[src/rtl/mem_sram_ctrl_pkg.sv]
// mem_sram_ctrl_pkg: RAM op and FSM state encodings shared with the MEM stage,
// plus store lane/byte-enable helpers.
package mem_sram_ctrl_pkg;
   typedef logic [3:0] ram_op_t;
   localparam ram_op_t MEM_NOP = 4'd0;
   localparam ram_op_t MEM_LB  = 4'd1;
   localparam ram_op_t MEM_LBU = 4'd2;
   localparam ram_op_t MEM_LH  = 4'd3;
   localparam ram_op_t MEM_LHU = 4'd4;
   localparam ram_op_t MEM_LW  = 4'd5;
   localparam ram_op_t MEM_SB  = 4'd6;
   localparam ram_op_t MEM_SH  = 4'd7;
   localparam ram_op_t MEM_SW  = 4'd8;
   localparam logic [1:0] S_IDLE   = 2'd0;
   localparam logic [1:0] S_SETUP  = 2'd1;
   localparam logic [1:0] S_ACCESS = 2'd2;
   localparam logic [1:0] S_DONE   = 2'd3;
   function automatic logic is_store(input ram_op_t op);
      return op == MEM_SB || op == MEM_SH || op == MEM_SW;
   endfunction
   function automatic logic misaligned(input ram_op_t op, input logic [1:0] off);
      return ((op == MEM_LH || op == MEM_LHU || op == MEM_SH) && off[0]) ||
             ((op == MEM_LW || op == MEM_SW) && off != 2'b00);
   endfunction
   function automatic logic [3:0] store_be_n(input ram_op_t op, input logic [1:0] off);
      return op == MEM_SB ? ~(4'b0001 << off) :
             op == MEM_SH ? (off[1] ? 4'b0011 : 4'b1100) : 4'b0000;
   endfunction
   function automatic logic [31:0] store_lanes(input ram_op_t op, input logic [31:0] d);
      return op == MEM_SB ? {4{d[7:0]}} : op == MEM_SH ? {2{d[15:0]}} : d;
   endfunction
endpackage

[src/rtl/mem_sram_ctrl_if.sv]
// mem_sram_ctrl_if: MEM-stage request/completion bundle.
interface mem_sram_ctrl_if;
   logic [3:0]  ramOp_i;
   logic [31:0] ramAddr_i;
   logic [31:0] storeData_i;
   logic        success_o;
   logic [31:0] load_data_o;
   logic        addr_error_o;
   modport master (output ramOp_i, ramAddr_i, storeData_i, input success_o, load_data_o, addr_error_o);
   modport slave  (input ramOp_i, ramAddr_i, storeData_i, output success_o, load_data_o, addr_error_o);
endinterface

[src/rtl/mem_load_align.sv]
// mem_load_align: little-endian lane select and sign/zero extension of a loaded word.
module mem_load_align
   import mem_sram_ctrl_pkg::*;
(
   input  ram_op_t     op,
   input  logic [1:0]  off,
   input  logic [31:0] raw,
   output logic [31:0] data
);
   logic [7:0]  b;
   logic [15:0] h;
   assign b = raw[{off, 3'b000} +: 8];
   assign h = off[1] ? raw[31:16] : raw[15:0];
   assign data = op == MEM_LB  ? {{24{b[7]}}, b} :
                 op == MEM_LBU ? {24'h0, b} :
                 op == MEM_LH  ? {{16{h[15]}}, h} :
                 op == MEM_LHU ? {16'h0, h} : raw;
endmodule

[src/rtl/mem_sram_ctrl.sv]
// mem_sram_ctrl: fixed-timing single-port async SRAM bridge for the MEM stage.
// Define MEM_ALIGN_CHECK_EN to reject misaligned halfword/word accesses.
module mem_sram_ctrl
   import mem_sram_ctrl_pkg::*;
#(
   parameter int WAIT_CYCLES = 2
)(
   input  logic            clk,
   input  logic            rst,
   mem_sram_ctrl_if.slave  bus,
   output logic [19:0]     sram_addr_o,
   output logic [31:0]     sram_data_o,
   input  logic [31:0]     sram_data_i,
   output logic            sram_data_oe,
   output logic [3:0]      sram_be_n_o,
   output logic            sram_ce_n_o,
   output logic            sram_oe_n_o,
   output logic            sram_we_n_o
);
   logic [1:0]  state;
   ram_op_t     op_q;
   logic [1:0]  off_q;
   logic [3:0]  cnt;
   logic        err_q;
   logic        mis;
   logic [31:0] aligned;
   logic        unused_addr;
   assign unused_addr = ^bus.ramAddr_i[31:22];
`ifdef MEM_ALIGN_CHECK_EN
   assign mis = misaligned(bus.ramOp_i, bus.ramAddr_i[1:0]);
   assign bus.addr_error_o = state == S_DONE && err_q;
`else
   assign mis = 1'b0;
   assign bus.addr_error_o = 1'b0;
`endif
   assign bus.success_o = state == S_DONE;
   mem_load_align u_align (.op(op_q), .off(off_q), .raw(sram_data_i), .data(aligned));
   always_ff @(posedge clk or posedge rst) begin
      if (rst) begin
         state           <= S_IDLE;
         op_q            <= MEM_NOP;
         off_q           <= 2'b00;
         cnt             <= 4'd0;
         err_q           <= 1'b0;
         bus.load_data_o <= 32'h0;
         sram_addr_o     <= 20'h0;
         sram_data_o     <= 32'h0;
         sram_data_oe    <= 1'b0;
         sram_be_n_o     <= 4'hF;
         sram_ce_n_o     <= 1'b1;
         sram_oe_n_o     <= 1'b1;
         sram_we_n_o     <= 1'b1;
      end else begin
         case (state)
            S_IDLE: if (bus.ramOp_i != MEM_NOP) begin
               op_q  <= bus.ramOp_i;
               off_q <= bus.ramAddr_i[1:0];
               err_q <= mis;
               state <= mis ? S_DONE : S_SETUP;
               // a rejected access leaves every SRAM pin untouched
               if (!mis) begin
                  sram_addr_o  <= bus.ramAddr_i[21:2];
                  sram_data_o  <= store_lanes(bus.ramOp_i, bus.storeData_i);
                  sram_be_n_o  <= is_store(bus.ramOp_i) ? store_be_n(bus.ramOp_i, bus.ramAddr_i[1:0]) : 4'b0000;
                  sram_ce_n_o  <= 1'b0;
                  sram_oe_n_o  <= is_store(bus.ramOp_i);
                  sram_data_oe <= is_store(bus.ramOp_i);
               end
            end
            S_SETUP: begin
               sram_we_n_o <= !is_store(op_q);
               cnt         <= 4'(WAIT_CYCLES - 1);
               state       <= S_ACCESS;
            end
            S_ACCESS: if (cnt == 4'd0) begin
               if (!is_store(op_q)) bus.load_data_o <= aligned;
               sram_we_n_o  <= 1'b1;
               sram_ce_n_o  <= 1'b1;
               sram_oe_n_o  <= 1'b1;
               sram_data_oe <= 1'b0;
               state        <= S_DONE;
            end else begin
               cnt <= cnt - 4'd1;
            end
            default: begin
               sram_be_n_o <= 4'hF;
               err_q       <= 1'b0;
               state       <= S_IDLE;
            end
         endcase
      end
   end
endmodule
[src/flat_wrapper.sv]
// flat-port wrapper written by rule: the top's interface ports become plain ports
module mem_sram_ctrl_flat import mem_sram_ctrl_pkg::*;
#(
   parameter int WAIT_CYCLES = 2
)
  (clk, rst, sram_addr_o, sram_data_o, sram_data_i, sram_data_oe, sram_be_n_o, sram_ce_n_o, sram_oe_n_o, sram_we_n_o, bus_ramOp_i, bus_ramAddr_i, bus_storeData_i, bus_success_o, bus_load_data_o, bus_addr_error_o);
  mem_sram_ctrl_if bus_i ();
  input  logic clk;
  input  logic rst;
  output logic [19:0] sram_addr_o;
  output logic [31:0] sram_data_o;
  input  logic [31:0] sram_data_i;
  output logic sram_data_oe;
  output logic [3:0] sram_be_n_o;
  output logic sram_ce_n_o;
  output logic sram_oe_n_o;
  output logic sram_we_n_o;
  input wire logic [$bits(bus_i.ramOp_i)-1:0] bus_ramOp_i;
  input wire logic [$bits(bus_i.ramAddr_i)-1:0] bus_ramAddr_i;
  input wire logic [$bits(bus_i.storeData_i)-1:0] bus_storeData_i;
  output wire logic [$bits(bus_i.success_o)-1:0] bus_success_o;
  output wire logic [$bits(bus_i.load_data_o)-1:0] bus_load_data_o;
  output wire logic [$bits(bus_i.addr_error_o)-1:0] bus_addr_error_o;
  assign bus_i.ramOp_i = bus_ramOp_i;
  assign bus_i.ramAddr_i = bus_ramAddr_i;
  assign bus_i.storeData_i = bus_storeData_i;
  assign bus_success_o = bus_i.success_o;
  assign bus_load_data_o = bus_i.load_data_o;
  assign bus_addr_error_o = bus_i.addr_error_o;
  mem_sram_ctrl #(.WAIT_CYCLES(WAIT_CYCLES)) u_core (.clk(clk), .rst(rst), .bus(bus_i), .sram_addr_o(sram_addr_o), .sram_data_o(sram_data_o), .sram_data_i(sram_data_i), .sram_data_oe(sram_data_oe), .sram_be_n_o(sram_be_n_o), .sram_ce_n_o(sram_ce_n_o), .sram_oe_n_o(sram_oe_n_o), .sram_we_n_o(sram_we_n_o));
endmodule
[config.mk]
export PLATFORM = sky130hd
export DESIGN_NAME = mem_sram_ctrl_flat
export DESIGN_NICKNAME = d
export VERILOG_FILES = /design/src/rtl/mem_sram_ctrl_pkg.sv /design/src/rtl/mem_sram_ctrl_if.sv /design/src/rtl/mem_load_align.sv /design/src/rtl/mem_sram_ctrl.sv /design/src/flat_wrapper.sv
export SDC_FILE = /design/constraint.sdc
export NUM_CORES = 1
export LEC_CHECK = 0
export BUFFER_PORTS_ARGS = -buffer_cell sky130_fd_sc_hd__buf_2
export CORE_UTILIZATION = 51
export CTS_BUF_LIST = sky130_fd_sc_hd__clkbuf_8
export CTS_CLUSTER_DIAMETER = 120
export DETAILED_ROUTE_END_ITERATION = 8
export GPL_ROUTABILITY_DRIVEN = 1
export PLACE_DENSITY = 0.89
export SKIP_CTS_REPAIR_TIMING = 1
export SLEW_MARGIN = 10
export SYNTH_ARGS = -nofsm -noshare
export SYNTH_HDL_FRONTEND = slang
export SYNTH_SLANG_ARGS = --single-unit
[constraint.sdc]
create_clock -name clk -period 3.5 [get_ports clk]
set_input_delay 0.35 -clock clk [delete_from_list [all_inputs] [get_ports clk]]
set_output_delay 0.35 -clock clk [all_outputs]
set_load 0.02 [all_outputs]
==> results.md, run 1 <==
- Clock-pin slew was measured on the worst setup and hold paths at about 100 ps.
- The dominant synthesized flop cell is dfrtp_1.
- Yosys attributes the largest share of cell area to dfrtp_1, mux2_1, mux2i_1.
- In the finished design, the share of the clock period the worst path needs comes to 78.9%.
- Measured along the y axis, the die boundary spans 103 microns.
- The number of synthesized flops with an enable pin is 0.
- In the routed design, unresolved DRC markers number 0.
- The register bit count reported by yosys is between 100 and 150.
- The final number of setup-violating endpoints is 0.
- The number of nets produced by synthesis is 582.
- The placement row count is 36.
- The max-capacitance violation count is 0.
- Summed over all cells, the static leakage comes to just over 3 nW.
- Among all cell types in the netlist, the one instantiated most often is dfrtp_1.
- The worst voltage drop across the vdd grid is 528 uV.
- Setup repair after global routing left no endpoint under its margin.
- The count of routing violations after the opening detailed-route iteration is approximately 170.
- The maximum fanout along the worst path is 19.
- The number of clock buffers added by TritonCTS is 9.
- The wire length of the first global-routing pass is 20500 microns.
- On the critical path, the stage with the largest delay is an instance of and3b_1.
- The proportion of register bits with asynchronous set or reset after synthesis is 100%.
- The area growth from synthesis to layout is 23.2%.
- The final total power is roughly 6 mW.
- The gate count after technology mapping is 474.
- Across all hold checks on the routed design, the worst slack comes to -8.60 ps.
- The Yosys step of the flow raised 0 warnings.
- The worst setup slack before clock tree synthesis is 797 ps.
- The first TritonRoute pass finished after 5 iterations.
- The overall fraction of global-route tracks in use is 25.2%.
- The shortest period the worst path allows is 2760 ps.
- The critical path buffer and inverter count is 1.
- TritonCTS built the clock tree.
- The routed layout has 4412 vias.
- The path class of the tightest hold or removal check is in -> async.
- The CTS sink count is 104.
- Static timing analysis puts the maximum clock frequency at 0.362 GHz.
- For this run the aggregate overflow at the end of global routing stands at 0.
- The filler cell count is 741.
- The floorplan step set the die width to 103 microns.
- For the worst setup path, the data required time is 3720 ps.
- The H-tree was split into 3 levels.
- Summing all flip-flop and latch instances after layout gives 2610 sq um.
- The post-synthesis cell type with the largest combined area is dfrtp_1.
- The critical path in this run is classified as reg -> reg.
- The number of library cell types mapped by synthesis is 51.
- For this configuration, the core starts out at a cell density of 52.7%.
- The via density per instance is 5.65.
- The final reports fail on hold timing.
- Clock skew on the completed layout was measured at 6.41 ps.
- The root buffer cell chosen for the clock tree is clkbuf_8.
- Summing all multi-input logic gate instances after layout gives 2360 sq um.
- After detailed routing, the total wire length is 13200 microns.
- For the worst-skew pair, the clock arrives at the later sink with an insertion delay of approximately 360 ps.
- The via count of the first global-routing pass is 4250.
- STA classifies the critical path startpoint as a flip-flop.
- The total area inside the core boundary comes to 9770 sq um.
- The floorplan step defined a die boundary enclosing between 10000 and 15000 sq um.
- The fraction of post-synthesis cell area in the top cell type by area is 47.1%.
- After synthesis, the most frequently instantiated cells are dfrtp_1, nand2_1, nor2_1, o21ai_0, a21oi_1.
- For this run, the slowest stage of the critical path takes around 720 ps.
- Dividing the detail-routed wire length by the instance count gives 16.8 microns.
- Summing every instance area after synthesis gives 5150 sq um.
- The least setup slack across all paths after layout is 739 ps.
- STA classifies the critical path endpoint as a flip-flop.
- The layout net count is 751.
- The maximum clock insertion buffer count is 2.
- At the pin with the least slew margin, the transition time is roughly 720 ps.
- Of the cells placed in the final design, the portion with a size suffix greater than 1 is 36.1%.
- The count of endpoints failing hold in the final timing report is 21.
- The flow ran to the end, but the final reports show violations.
- The arrival time of data at the critical path endpoint is about 3000 ps.
- The sequential cell area fraction in the yosys report is 50.7%.
- The number of placed I/O pins is between 150 and 200.
- Entering global routing, the biggest net connects 77 pins.
- The count of nets left with antenna violations once routing finished came out at 0.
- The worst relative slew slack is 51.7%.
- Power spread over the standard cell area amounts to roughly 970 nW/um^2.
- The number of antenna violations at the first check in global routing is 0.
- The repair_antennas step left the layout with diodes totalling 0.
- The max-slew violation total from the final report is 0.
- The half-perimeter wire length after detailed placement is between 9000 and 10000 microns.
- The final weighted congestion in routability-driven placement is 0.844.
- During placement, the flow inserted port buffers numbering 184.
- The mean instance size in the synthesized netlist is 10.9 sq um.
- Broken down by cell family, the worst path's largest delay share belongs to simple AND/OR/NAND/NOR gates.
- Traced cell by cell, the critical path runs through inv_1 > ha_1 > nand4bb_1 > and3b_1 > and2_1 > a31oi_2.
- The aggregate negative setup slack is 0 ps.
cell families after synthesis:
family          after synthesis  synth area share [%]
xor+xnor                      3                 0.510
compound gates              122                  16.0
simple gates                134                  12.1
buf+inv                      40                  3.69
other cells                   1                0.0728
fa+ha+maj                     6                  1.46
flops                       104                  50.7
mux                          64                  15.5
final cells by class:
cell class              instances  share of cell area [%]
inverters                       8                   0.512
clock inverters                 6                    1.04
well taps                     133                    2.62
repair buffers                190                    15.4
flip-flops and latches        104                    41.1
multi-input cells             330                    37.1
clock buffers                  10                    2.17
metrics by stage:
step	utilization [%]	hold slack, ps	instances	area, sq um
after detailed placement	62.9	405	765	6150
final	65.0	-8.60	781	6350
after floorplan	-	455	474	5150
after CTS	65.0	-0.531	781	6350
after global placement	62.9	389	765	6150
after global routing	65.0	7.45	781	6350
worst register-to-register path, delay by kind of cell (launching register included):
kind	cells	cell delay [ps]
simple gates	3	1520
compound gates	1	160
flops	1	430
buf+inv	1	120
fa+ha+maj	1	400
path summary, 6_finish.rpt:
kind                                         endpoint  slack [ps]  cells past startpoint                    from
max in group asynchronous          u_core.sram_oe_n_o        2610                      3                     rst
max                        u_core.bus.load_data_o[14]         740                      6         u_core.state[0]
min reg2reg                    u_core.sram_data_o[13]         480                      2  u_core.sram_data_o[13]
min in group clk               u_core.sram_addr_o[12]         190                      2       bus_ramAddr_i[14]
min                            u_core.sram_data_o[25]          -9                      2                     rst
max reg2reg                u_core.bus.load_data_o[14]         740                      6         u_core.state[0]
routing by layer:
layer	global-route usage [%]	up-vias	routed length [microns]
li1	-	2028	-
met1	31.3	2111	5410
met2	42.8	242	6390
met3	5.08	31	1050
met4	10.7	0	311
met5	0	-	0
sequential cells by signal, summed over array words and instances (netlist names), 2 cells and up:
signal,count
u_core.op_q,4
u_core.sram_addr_o,20
u_core.sram_data_o,32
u_core.off_q,2
u_core.bus.load_data_o,32
u_core.cnt,4
u_core.sram_be_n_o,4
u_core.state,2
placed cells by master (no fill, tap or decap), types with 3 or more instances in the layout:
cell type / synthesis / layout
inv_1: 8 / 7
mux4_2: 3 / 3
nor2_1: 40 / 40
a31oi_1: 3 / 3
buf_4: 1 / 5
clkbuf_8: 0 / 10
o21ai_0: 35 / 35
dfstp_2: 7 / 7
a221oi_1: 7 / 7
o21ai_1: 9 / 9
a21oi_1: 29 / 29
nand2_1: 55 / 55
nand3b_1: 4 / 4
ha_1: 6 / 6
nand3_1: 13 / 13
mux4_1: 5 / 5
o22a_1: 18 / 18
dfrtp_1: 97 / 97
buf_2: 11 / 184
nand2b_1: 3 / 3
mux2_1: 28 / 28
a31oi_2: 8 / 8
a21o_1: 3 / 3
mux2i_1: 26 / 26
xor2_1: 3 / 3
report_power, final:
part / leakage [nW] / total [mW] / switching, mW / internal (mW)
Combinational: 1.72 / 3.14 / 1.92 / 1.22
Clock: 0.107 / 0.779 / 0.425 / 0.354
Sequential: 1.22 / 2.24 / 0.416 / 1.82
Total: 3.04 / 6.16 / 2.76 / 3.40
(Power assumes the default switching activity.)
==> run 2, diff against run 1 <==
--- a/config.mk
+++ b/config.mk
@@ -5,13 +5,14 @@
 export SDC_FILE = /design/constraint.sdc
 export NUM_CORES = 1
 export LEC_CHECK = 0
+export ABC_AREA = 1
 export BUFFER_PORTS_ARGS = -buffer_cell sky130_fd_sc_hd__buf_2
-export CORE_UTILIZATION = 51
+export CORE_UTILIZATION = 46
 export CTS_BUF_LIST = sky130_fd_sc_hd__clkbuf_8
 export CTS_CLUSTER_DIAMETER = 120
 export DETAILED_ROUTE_END_ITERATION = 8
 export GPL_ROUTABILITY_DRIVEN = 1
-export PLACE_DENSITY = 0.89
+export PLACE_DENSITY = 0.84
 export SKIP_CTS_REPAIR_TIMING = 1
 export SLEW_MARGIN = 10
 export SYNTH_ARGS = -nofsm -noshare
==> constraint.sdc (replaced) <==
create_clock -name clk -period 2.2 [get_ports clk]
set_input_delay 0.22 -clock clk [delete_from_list [all_inputs] [get_ports clk]]
set_output_delay 0.22 -clock clk [all_outputs]
set_load 0.02 [all_outputs]
==> run 2 against run 1 <==
Against the previous run:
- the run now ends clean
- via count rose by 22%
- utilization down 6.7 points
- flip-flop and latch count unchanged
- area after synthesis grew 3.9%
- fmax is 55% higher
- setup slack worse by 320 ps
- clock skew up 7.3 ps
- total power grew 68%
- clock power rose by 51%
- sequential power up 54%
- final cell count rose by 35%
- critical path type unchanged
- critical endpoint is now u_core.bus.load_data_o[16]
- largest cell class unchanged
- highest routed layer unchanged
==> results.md, run 2 <==
- The run finished with clean final reports.
- The x dimension of the die is 110 microns (+7.2%).
- The gate count after technology mapping is 725 (+53%).
- The critical path buffer and inverter count is 2 (+1).
- In the layout the commonest cells are nand2_1, buf_2, dfrtp_1.
- The number of routed nets with antenna violations is 0 (unchanged).
- The shortest period the worst path allows came to 1780 ps (-978 ps).
- The number of placed instances with taps included came to 1035 (+35%).
- The complex-gate fraction of the synthesized area is 7.81% (-8.2 points).
- The mux share of post-synthesis cell area is 0% (-15 points).
- The final weighted congestion in routability-driven placement is 0.884 (+4.7%).
- The area growth from synthesis to layout is 23.7%.
- The proportion of register bits with asynchronous set or reset after synthesis is 100% (unchanged).
- The overall fraction of global-route tracks in use is 24.7% (-0.51 points).
- The number of library cell types mapped by synthesis was 31 (-39%).
- The via density per instance came to 5.10 (-9.7%).
- The number of nets produced by synthesis is 833 (+43%).
- The vertical extent of the die is 110 microns (+7.2%).
- The cell area after technology mapping came to 5350 sq um (+3.9%).
- By area the synthesized netlist is led by dfrtp_1, nand2_1, nand3_1.
- The fraction of post-synthesis cell area in the top cell type by area is 45.3% (-1.8 points).
- The count of routing violations after the opening detailed-route iteration is 443 (+160%).
- The total routed wirelength is 14800 microns (+13%).
- The number of placed I/O pins came to 196 (unchanged).
- Of all cell types, the one taking the most synthesized area is dfrtp_1.
- The maximum clock frequency is 0.561 GHz (+55%).
- Among all flip-flop cells after synthesis, the most frequent one is dfrtp_1.
- The maximum clock insertion buffer count is 2 (unchanged).
- In this run the most used layer during global routing was met2.
- The placement row count is 39 (+8.3%).
- The count of endpoints failing hold in the final timing report is 0 (-100%).
- The wire length of the first global-routing pass is 22900 microns (+12%).
- The worst relative slew slack is 56.3% (+4.5 points).
- The final instance area is 6620 sq um (+4.3%).
- Traced cell by cell, the critical path runs through inv_1 > ha_1 > nand4_1 > nor2_4 > nand2_1 > inv_2 > a21oi_1.
- The via count of the first global-routing pass came to 4871 (+15%).
- The clock tree root buffer cell is clkbuf_8.
- The pin count of the biggest net entering global routing is 57 (-26%).
- The max-slew violation total from the final report is 0 (unchanged).
- The iteration count of the initial detailed-routing pass is 5 (unchanged).
- Setup repair after global routing left no endpoint under its margin.
- The reported leakage power is 3.76 nW (+24%).
- The global-route track usage on met2 is 40.2% (-2.6 points).
- The final core area utilization is 58.2% (-6.7 points).
- The commonest cells after synthesis are nand2_1, dfrtp_1, nor2_1, inv_1, nand3_1.
- The xor-xnor portion of the synthesized cell area came to 0.164% (-0.35 points).
- The final global-route overflow total is 0 (unchanged).
- The worst setup path is of the reg -> reg kind.
- The worst setup slack before clock tree synthesis came to 406 ps (-391 ps).
- The final total power is 10.4 mW (+68%).
- The share of cells above drive strength 1 is 26.7% (-9.4 points).
- After synthesis, the largest family of logic cells by area is simple AND/OR/NAND/NOR gates.
- The max-capacitance violation count was 0 (unchanged).
- The worst setup path is launched from a flip-flop.
- The share of the cycle needed by the critical path after routing is 81.0% (+2.2 points).
- The worst voltage drop across the vdd grid is 822 uV (+56%).
- The stage delay of the slowest cell on the critical path is 420 ps (-300 ps).
- The most frequently used cell type in the post-synthesis netlist is nand2_1.
- The adder-cell share of the synthesized area was 1.40% (-0.054 points).
- The via count is 5368 (+22%).
- The arrival time of data at the critical path endpoint came to 2030 ps (-950 ps).
- The area of the placeable core is 11400 sq um (+16%).
- The maximum fanout along the worst path is 24 (+5).
- In the final layout, the registers with the most flip-flops are u_core.bus.load_data_o (32), u_core.sram_data_o (32), u_core.sram_addr_o (20).
- The dominant delay contributor by cell family on the critical path is buffers and inverters.
- The number of cells in the finished layout apart from fillers came to 1052 (+35%).
- The die footprint is 12100 sq um (+15%).
- The final number of setup-violating endpoints was 0 (unchanged).
- The clock latency on the worst-skew pair was 380 ps (+20 ps).
- The half-perimeter wire length after detailed placement is 10900 microns (+12%).
- The layout net count is 1012 (+35%).
- The final hold slack is 19.2 ps (+27.8 ps).
- The global-route track usage on met1 was 31.7% (+0.32 points).
- The count of input and output buffers was 184 (unchanged).
- The number of antenna violations at the first check in global routing was 0 (unchanged).
- The number of synthesis warnings is 0 (unchanged).
- The aggregate negative setup slack was 0 ps (unchanged).
- The sequential cell area fraction in the yosys report is 48.8% (-1.9 points).
- The number of synthesized flops with an enable pin is 0 (unchanged).
- The simple-gate share of the synthesized area was 34.7% (+23 points).
- The least setup slack across all paths after layout is 417 ps (-322 ps).
- The clock transition at the register clock pins on the worst setup and hold paths after CTS is 110 ps (about the same).
- The mean instance size in the synthesized netlist is 7.38 sq um (-32%).
- The transition at the pin with the smallest max-transition slack is 655 ps (-68.5 ps).
- The TritonCTS clock tree is yes.
- The worst min-delay path class is in -> reg.
- The setup clock skew after layout is 13.7 ps (+7.27 ps).
- The power density of the placed cells was 1570 nW/um^2 (+61%).
- The area after detailed placement is 6420 sq um (+4.4%).
- The met3 routing resource usage after global routing was 6.46% (+1.4 points).
- The largest individual stage delay along the critical path comes from the cell dfrtp_1.
- The H-tree depth reported by CTS is 3 (unchanged).
- The initial core utilization is 47.1% (-5.6 points).
- The total inserted antenna cells is 0 (unchanged).
- The DRC violation count after routing is 0 (unchanged).
- The most common cell after layout, fill and taps aside is nand2_1.
- The register bit count reported by yosys is 104 (unchanged).
- The post-detailed-route wirelength per cell is 14.1 microns (-16%).
- The data required time of the worst path is 2450 ps (-1270 ps).
- The CTS sink count is 104 (unchanged).
- The number of clock buffers inserted by TritonCTS is 9 (unchanged).
- The critical path endpoint category is a flip-flop.
## run 2: cell count changes in the layout (fill, tap and decap cells not counted), moves of 9 or more
cell and change:
nand2_1 +285, inv_1 +35, nand3_1 +30, mux2_1 -28, mux2i_1 -26, o22a_1 -18
nor2_1 +16, o21ai_0 -16, a31oi_1 +12, o21ai_1 -9
## run 2: logic make-up (layout without fill, tap and decap cells)
group	count (synthesis)	in the layout
flip-flops	104	104
AND/OR/NAND/NOR	456	456
other	1	1
AO/OA/AOI/OAI	76	76
buffers and inverters	81	265
adder cells (fa/ha/maj)	6	6
XOR/XNOR	1	1
## run 2: cell type report
type / instances / area (sq um)
Clock buffer: 9 / 124
Clock inverter: 7 / 71.3
Fill cell: 1067 / 4750
Inverter: 49 / 190
Multi-Input combinational cell: 540 / 2360
Sequential cell: 104 / 2610
Tap cell: 143 / 179
Timing Repair Buffer: 200 / 1080
## run 2: per-layer routing
metal	wire [microns]	part of all wire, %	vias up
met3	1340	9.0	28
li1	-	-	2614
met4	324	2.2	0
met1	6200	42	2485
met5	0	0	-
met2	6950	47	241
## run 2: final timing paths
check | start | end | slack [ps] | cells after the start
max in group asynchronous | rst | u_core.sram_be_n_o[3] | 990 | 4
min in group asynchronous | rst | u_core.bus.load_data_o[0] | 470 | 3
max reg2reg | u_core.state[0] | u_core.bus.load_data_o[16] | 420 | 7
max | u_core.state[0] | u_core.bus.load_data_o[16] | 420 | 7
min | bus_ramAddr_i[18] | u_core.sram_addr_o[16] | 20 | 3
min reg2reg | u_core.sram_be_n_o[2] | u_core.sram_be_n_o[2] | 480 | 2
## run 2: worst reg2reg max path: cells and delay by family (launching register included)
kind	cells	cell delay (ps)
compound gates	1	140
fa+ha+maj	1	240
buf+inv	2	440
flops	1	420
simple gates	3	430
## run 2: power breakdown
part | internal, mW | switching [mW] | leakage (nW)
logic | 1.87 | 3.87 | 2.45
registers | 2.92 | 0.530 | 1.22
clock network | 0.446 | 0.738 | 0.0995
